<file path="config.mk">
export PLATFORM = sky130hd
export DESIGN_NAME = alu_exec
export DESIGN_NICKNAME = d
export VERILOG_FILES = /design/src/rtl/alu_exec.sv
export SDC_FILE = /design/constraint.sdc
export NUM_CORES = 1
export LEC_CHECK = 0
export BUFFER_PORTS_ARGS = -buffer_cell sky130_fd_sc_hd__buf_4
export CAP_MARGIN = 10
export CORE_MARGIN = 1.5
export CORE_UTILIZATION = 40
export DETAILED_ROUTE_END_ITERATION = 7
export SLEW_MARGIN = 30
export SYNTH_ARGS = -nofsm -noshare
export SYNTH_HDL_FRONTEND = slang
export SYNTH_SLANG_ARGS = --single-unit
</file>
<file path="constraint.sdc">
create_clock -name clock -period 10.95 [get_ports clock]
set_input_delay 0.5475 -clock clock [delete_from_list [all_inputs] [get_ports clock]]
set_output_delay 0.5475 -clock clock [all_outputs]
set_load 0.03 [all_outputs]
</file>
<file path="src/rtl/alu_exec.sv">
// Execute stage: single-cycle ALU ops plus a 32-step
// iterative shift-add multiplier behind a valid/ready stall.
module alu_exec #(
  parameter int WIDTH = 32
) (
  input  logic             clock,
  input  logic             reset,
  input  logic             in_valid,
  output logic             in_ready,
  input  logic [3:0]       alu_control,
  input  logic             regwrite_control,
  input  logic [4:0]       rd_in,
  input  logic [WIDTH-1:0] op_a,
  input  logic [WIDTH-1:0] op_b,
  output logic             out_valid,
  output logic [WIDTH-1:0] result,
  output logic             zero,
  output logic             wb_en,
  output logic [4:0]       wb_rd
);

  localparam int CW = $clog2(WIDTH);
  localparam logic [CW-1:0] LAST = CW'(WIDTH - 1);

  localparam logic [3:0] OP_AND = 4'b0000;
  localparam logic [3:0] OP_OR  = 4'b0001;
  localparam logic [3:0] OP_ADD = 4'b0010;
  localparam logic [3:0] OP_SLL = 4'b0011;
  localparam logic [3:0] OP_SUB = 4'b0100;
  localparam logic [3:0] OP_SRL = 4'b0101;
  localparam logic [3:0] OP_MUL = 4'b0110;
  localparam logic [3:0] OP_XOR = 4'b0111;

  typedef enum logic {IDLE, MUL_RUN} state_t;

  state_t           state_q, state_d;
  logic [WIDTH-1:0] mcand_q, mcand_d;
  logic [WIDTH-1:0] mplier_q, mplier_d;
  logic [WIDTH-1:0] acc_q, acc_d;
  logic [CW-1:0]    count_q, count_d;
  logic [4:0]       mul_rd_q, mul_rd_d;
  logic             mul_we_q, mul_we_d;
  logic [WIDTH-1:0] res_q, res_d;
  logic             zero_q, zero_d;
  logic [4:0]       rd_q, rd_d;
  logic             we_q, we_d;
  logic             ov_q, ov_d;

  logic [WIDTH-1:0] alu_res;
  logic [WIDTH-1:0] acc_step;
  logic [CW-1:0]    shamt;

  assign shamt = op_b[CW-1:0];

  // Single-cycle result; undefined codes yield zero.
  always_comb begin
    alu_res = '0;
    case (alu_control)
      OP_AND:  alu_res = op_a & op_b;
      OP_OR:   alu_res = op_a | op_b;
      OP_ADD:  alu_res = op_a + op_b;
      OP_SLL:  alu_res = op_a << shamt;
      OP_SUB:  alu_res = op_a - op_b;
      OP_SRL:  alu_res = op_a >> shamt;
      OP_XOR:  alu_res = op_a ^ op_b;
      default: alu_res = '0;
    endcase
  end

  assign acc_step = mplier_q[0] ? acc_q + mcand_q : acc_q;

  // Next-state logic: accept in IDLE, iterate in MUL_RUN.
  always_comb begin
    state_d  = state_q;
    mcand_d  = mcand_q;
    mplier_d = mplier_q;
    acc_d    = acc_q;
    count_d  = count_q;
    mul_rd_d = mul_rd_q;
    mul_we_d = mul_we_q;
    res_d    = res_q;
    zero_d   = zero_q;
    rd_d     = rd_q;
    we_d     = we_q;
    ov_d     = 1'b0;
    in_ready = (state_q == IDLE);
    case (state_q)
      IDLE: begin
        if (in_valid) begin
          if (alu_control == OP_MUL) begin
            mcand_d  = op_a;
            mplier_d = op_b;
            acc_d    = '0;
            count_d  = '0;
            mul_rd_d = rd_in;
            mul_we_d = regwrite_control;
            state_d  = MUL_RUN;
          end else begin
            res_d  = alu_res;
            zero_d = (alu_res == '0);
            rd_d   = rd_in;
            we_d   = regwrite_control;
            ov_d   = 1'b1;
          end
        end
      end
      MUL_RUN: begin
        acc_d    = acc_step;
        mcand_d  = mcand_q << 1;
        mplier_d = mplier_q >> 1;
        count_d  = count_q + 1'b1;
        if (count_q == LAST) begin
          res_d   = acc_step;
          zero_d  = (acc_step == '0);
          rd_d    = mul_rd_q;
          we_d    = mul_we_q;
          ov_d    = 1'b1;
          count_d = '0;
          state_d = IDLE;
        end
      end
      default: state_d = IDLE;
    endcase
  end

  // State, multiplier datapath and output registers.
  always_ff @(posedge clock or posedge reset) begin
    if (reset) begin
      state_q  <= IDLE;
      mcand_q  <= '0;
      mplier_q <= '0;
      acc_q    <= '0;
      count_q  <= '0;
      mul_rd_q <= '0;
      mul_we_q <= 1'b0;
      res_q    <= '0;
      zero_q   <= 1'b0;
      rd_q     <= '0;
      we_q     <= 1'b0;
      ov_q     <= 1'b0;
    end else begin
      state_q  <= state_d;
      mcand_q  <= mcand_d;
      mplier_q <= mplier_d;
      acc_q    <= acc_d;
      count_q  <= count_d;
      mul_rd_q <= mul_rd_d;
      mul_we_q <= mul_we_d;
      res_q    <= res_d;
      zero_q   <= zero_d;
      rd_q     <= rd_d;
      we_q     <= we_d;
      ov_q     <= ov_d;
    end
  end

  assign out_valid = ov_q;
  assign result    = res_q;
  assign zero      = zero_q;
  assign wb_rd     = rd_q;
  assign wb_en     = ov_q & we_q;

endmodule
</file>
* Yosys cells after proc, flatten, opt, wreduce, memory -nomap -nowiden
Index checks and enable logic that the tools add are counted.
** Storage, ports and cells
- Bits in registers :: 148
- Input port bits :: 77
- Output and inout port bits :: 41
- Logic and storage cells :: 80
** Operators by class
- Add/sub/neg operators :: 4
- Equal/unequal tests :: 12
- Shift-type cells :: 2
- Mux-type cells :: 39
- Bitwise logic cells :: 5
- Reduce and logical (&&, ||, !) cells :: 6
** Operators by type and width (number)
- $mux W32 :: 10
- $pmux W32 S2 :: 4
- $pmux W32 S7 :: 1
- $add A32 B32 Y32 :: 2
- $logic_not A32 Y1 :: 2
- $and A32 B32 Y32 :: 1
- $or A32 B32 Y32 :: 1
- $shl A32 B5 Y32 :: 1
- $shr A32 B5 Y32 :: 1
- $sub A32 B32 Y32 :: 1
- $xor A32 B32 Y32 :: 1
- $mux W5 :: 6
- $pmux W5 S2 :: 2
- $eq A4 B3 Y1 const B :: 4
- $mux W1 :: 12
- $eq A4 B2 Y1 const B :: 2
- $pmux W1 S2 :: 4
- $reduce_and A3 Y1 :: 2
- $add A5 B1 Y5 const B :: 1
- $eq A5 B5 Y1 const B :: 1
- $eq A4 B1 Y1 const B :: 1
- $logic_not A4 Y1 :: 1
- $ne A2 B1 Y1 const B :: 2
- $ne A2 B2 Y1 const B :: 2
- other kinds (3) :: 3

* Longest topological paths before layout
- Depth after elaboration :: 6
- Mapped depth :: 23
- Mapped depth without buffers :: 20

* Least setup slack after synthesis
No wires, ideal clock.
- Path type :: input-to-reg
- From :: in op_b[1]
- To :: reg zero_q, in the netlist zero
- Library setup time :: 120 ps
- Arrival time :: 5057 ps
- Data required time :: 10830 ps
- Slack :: 5773 ps
- Cell stages on the path :: 22
- Path buffers :: 3
- Cells stage by stage :: buf_2 -> inv_1 -> buf_2 -> buf_1 -> ha_1 -> nand3_1 -> nand3b_1 -> or3_1 -> nor2_1 -> a21oi_1 -> xnor2_1 -> ha_1 -> nand2_1 -> nor3_1 -> nand3_1 -> a21o_1 -> a31oi_1 -> o41ai_1 -> or4b_2 -> nand3_1 -> o41ai_2 -> a41o_1
** On the way
- Word-level cells in the longest chain between the ends :: 6
- Elaborated cells on any way between the ends :: 12
- Those cells by class :: 2 x add/sub; 2 x shift; 4 x mux; 3 x bitwise; 1 x reduce/logical
** RTL lines
- start: declaration :: RTL line 14 : input logic [WIDTH-1:0] op_b,
- $sub A32 B32 Y32, or another cell as far along :: RTL line 63 : OP_SUB: alu_res = op_a - op_b;
- $pmux W32 S7 (*) :: RTL line 58 : case (alu_control)
- $logic_not A32 Y1 (*) :: RTL line 100 : zero_d = (alu_res == '0);
- $mux W1 (*) :: RTL line 90 : if (alu_control == OP_MUL) begin
- $mux W1 (*) :: RTL line 89 : if (in_valid) begin
- $pmux W1 S2 (*) :: RTL line 87 : case (state_q)
- end signal: assignment :: RTL line 150 : zero_q <= zero_d;
- end: declaration :: RTL line 44 : logic zero_q, zero_d;
Every way passes the cells marked *; elsewhere a longest branch is shown, timed or not. The select of a mux whose other input is x is not followed.
A chain may end at the register's enable or synchronous reset.

* Worst setup path in the final report
Ends and elaborated chain as after synthesis.

==> metrics.md <==
| Metric | Value |
|---|---|
| Status | finished clean |
| Crit share post-route | 54.4% |
| Leakage | 7.92 nW |
| Pwr Density | 184 nW/um^2 |
| Post-Syn Nets | 2278 |
| Clock H-tree levels | 4 |
| Flop pwr share | 28.8% |
| Slowest stage cell, crit path | nor4_1 |
| Post-Syn Area | 16200 um^2 |
| Final hold slack | 214 ps |
| Final Slew Violations | 0 |
| Cts bufs inserted | 17 |
| # clock sinks | 148 |
| Via count | 16400 |
| Area Growth Syn to Fin | 11.0% |
| Sequence of cells on the critical path | buf_4 > inv_1 > buf_4 > ha_1 > nand3_1 > nand3b_1 > or3_1 > nor2_1 > a21oi_1 > xnor2_1 > ha_1 > nand2_1 > nor3_1 > nand3_1 > a21o_1 > nand3_1 > a2111oi_0 > or3_1 > nor4_1 > nand4_1 > o41ai_2 > a41o_1 |
| Max incr delay on CP | 530 ps |
| Die W | 205 um |
| Layout cells sized above 1 | 13.0% |
| Standard-cell rows | 73 |
| Initial Utilization | 40.7% |
| Hold_buf cts | 0 |
| Sw Pwr | 1.55 mW |
| Cells after Synth | 2069 |
| Post-layout util | 45.2% |
| Fmax | 168 MHz |
| CTS tree | yes |
| Design Area, Final | 18000 um^2 |
| Crit-path max FO | 55 |
| WL/cell | 24.8 um |
| Port-buffer cells | 117 |
| Grt ovf | 0 |
| Max VDD drop | 0.000152 V |
| Nets | 2302 |
| Yosys cell types | 81 |
| Clk root buf | clkbuf_16 |
| Clock Power Share | 17.6% |
| WP data required | 11340 ps |
| Min Clock Period, post-route | 5960 ps |
| Clock skew | 6.47 ps |
| RSZ-0062 raised after global routing | false |
| Max Cap Viol | 0 |
| DRC viols | 0 |
| Post-synth top area share | 22.8% |
| Setup TNS | 0 ps |
| First-pass GRT wire length | 98.2 mm |
| Die area | 41800 um^2 |
| TritonRoute pass-1 iters | 7 |
| Crit path top cell by count | nand3_1 |
| CP endpoint kind | register |
| Vias in the first global route | 15600 |
| Syn avg cell area | 7.85 um^2 |
| Setup CP Type | in -> reg |
| Share of the yosys chip area belonging to registers | 22.8% |
| Initial antenna violation count | 1 |
| Antenna Nets Post-Route | 0 |
| Grt met1 use | 42.5% |
| Clk_lat worst skew | 460 ps |
| Switching Fraction | 46.6% |
| Main flop type after synthesis | dfrtp_1 |
| Placer Congestion | 0.978 |
| Met3 usage | 4.63% |
| Postcts setup bufs | 0 |
| Most frequent cell after synthesis | nor2_1 |
| Synth top area cells | dfrtp_1 (23%), ha_1 (10%), o21ai_0 (5.8%), a21oi_1 (5.7%), mux4_2 (5.7%) |
| Syn. warnings | 0 |
| Slew margin rel. | 29.3% |
| Largest area contributor in the netlist | dfrtp_1 |
| Vias per std cell | 6.23 |
| Post-synth EDFFs | 0 |
| Synth Register Bits | 148 |
| Synth cell count leaders | nor2_1 (222), nand2_1 (215), o21ai_0 (187) |
| Worst Max-Slew Pin Slew | 1060 ps |
| Grt met2 use | 50.2% |
| Hpwl dp | 50.6 mm |
| Post-synthesis async set-or-reset flop share | 100% |
| Int Pwr | 1.77 mW |
| Core area | 39900 um^2 |
| Clock slew at reported path FFs | 60 ps |
| HP Class | in -> async |
| Maximum clock insertion buffer count | 2 |
| Global route hottest layer | met2 |
| Tot Pwr | 3.32 mW |
| Fin. Hold Viols | 0 |
| Routed wire length | 65.2 mm |
| I/O pin cnt | 118 |
| Critical Path Source Type | input pin |
| Combinational Power Share | 53.6% |
| Tot GR Track Use | 31.4% |
| Pin count of the biggest net entering global routing | 91 |
| Worst path arrival time | 6350 ps |
| DRT iter0 DRCs | 1673 |
| Die height | 205 um |
| Post_cts resized | 0 |
| Antenna diodes | 0 |
| Post-DP Area | 17500 um^2 |
| Final Setup Violations | 0 |
-- cells in the final DEF, fill, tap and decap left out, drive strengths merged, types with 22 or more instances in the layout --
master	netlist	layout
mux2	44	44
buf	29	140
nor2	222	222
xnor2	49	49
mux4	41	41
a21oi	186	186
clkbuf	106	22
o211ai	28	28
o21ai	194	194
dfrtp	148	148
mux2i	84	84
nor3	42	42
ha	130	130
nand4	25	25
a21o	33	33
inv	100	102
nand3	50	50
nand2	215	215
-- worst paths after layout --
kind / slack (ps) / depth (start not counted) / endpoint / start
worst max-delay path: 4990 / 22 / zero / op_b[1]
worst min-delay path: 210 / 2 / count_q[4] / reset
worst max register to register: 6630 / 11 / result[31] / mcand_q[2]
worst min register to register: 480 / 2 / mplier_q[20] / mplier_q[21]
max in group asynchronous: 9630 / 3 / mplier_q[4] / reset
min in group clock: 330 / 2 / mul_rd_q[4] / rd_in[4]
-- stage by stage --
stage | setup WS (ps) | instances
after floorplan | 5770 | 2069
after global placement | 4730 | 2599
after detailed placement | 4680 | 2599
after CTS | 5150 | 2631
after global routing | 4590 | 2631
final | 4990 | 2631
-- sequential cells by signal (all words and copies together), names as in the netlist --
signal	cells
acc_q	32
zero	1
wb_rd	5
we_q	1
mplier_q	32
mul_rd_q	5
count_q	5
result	32
mul_we_q	1
mcand_q	32
out_valid	1
state_q	1
-- cell type report --
class / instances / area, um^2
well taps: 525 / 657
clock buffers: 22 / 474
repair buffers: 140 / 1050
flip-flops and latches: 148 / 3710
fillers: 4013 / 21900
multi-input cells: 1686 / 11700
inverters: 100 / 380
clock inverters: 10 / 98.8
-- critical path: cells and delay by family --
family	cells	cell delay [ps]
XOR/XNOR	1	140
AND/OR/NAND/NOR	11	3190
buffers and inverters	3	850
adder cells (fa/ha/maj)	2	710
AO/OA/AOI/OAI	5	880
-- layer usage --
layer / vias up / share of wire [%] / wire length (um)
li1: 7648 / - / -
met4: 0 / 3.7 / 2430
met5: - / 0 / 0
met1: 8000 / 44 / 28800
met3: 105 / 6.5 / 4250
met2: 645 / 46 / 29700
-- power by group through the flow --
stage / clock [mW] / combinational (mW) / sequential, mW
finish: 0.584 / 1.78 / 0.956
global route: 0.615 / 1.97 / 0.989
CTS: 0.597 / 1.77 / 0.957
detailed placement: 0 / 1.76 / 0.964
global placement: 0 / 1.74 / 0.957
floorplan: 0 / 1.13 / 1.04
-- logic make-up (layout without fill, tap and decap cells) --
kind of cell,count (synthesis),after routing,share of synthesized area [%]
mux,169,169,13.9
xor+xnor,67,67,3.61
flops,148,148,22.8
buf+inv,235,272,5.66
compound gates,641,641,24.6
fa+ha+maj,132,132,10.3
simple gates,677,677,19.2
Note: power is estimated with default switching activity, not from simulation.
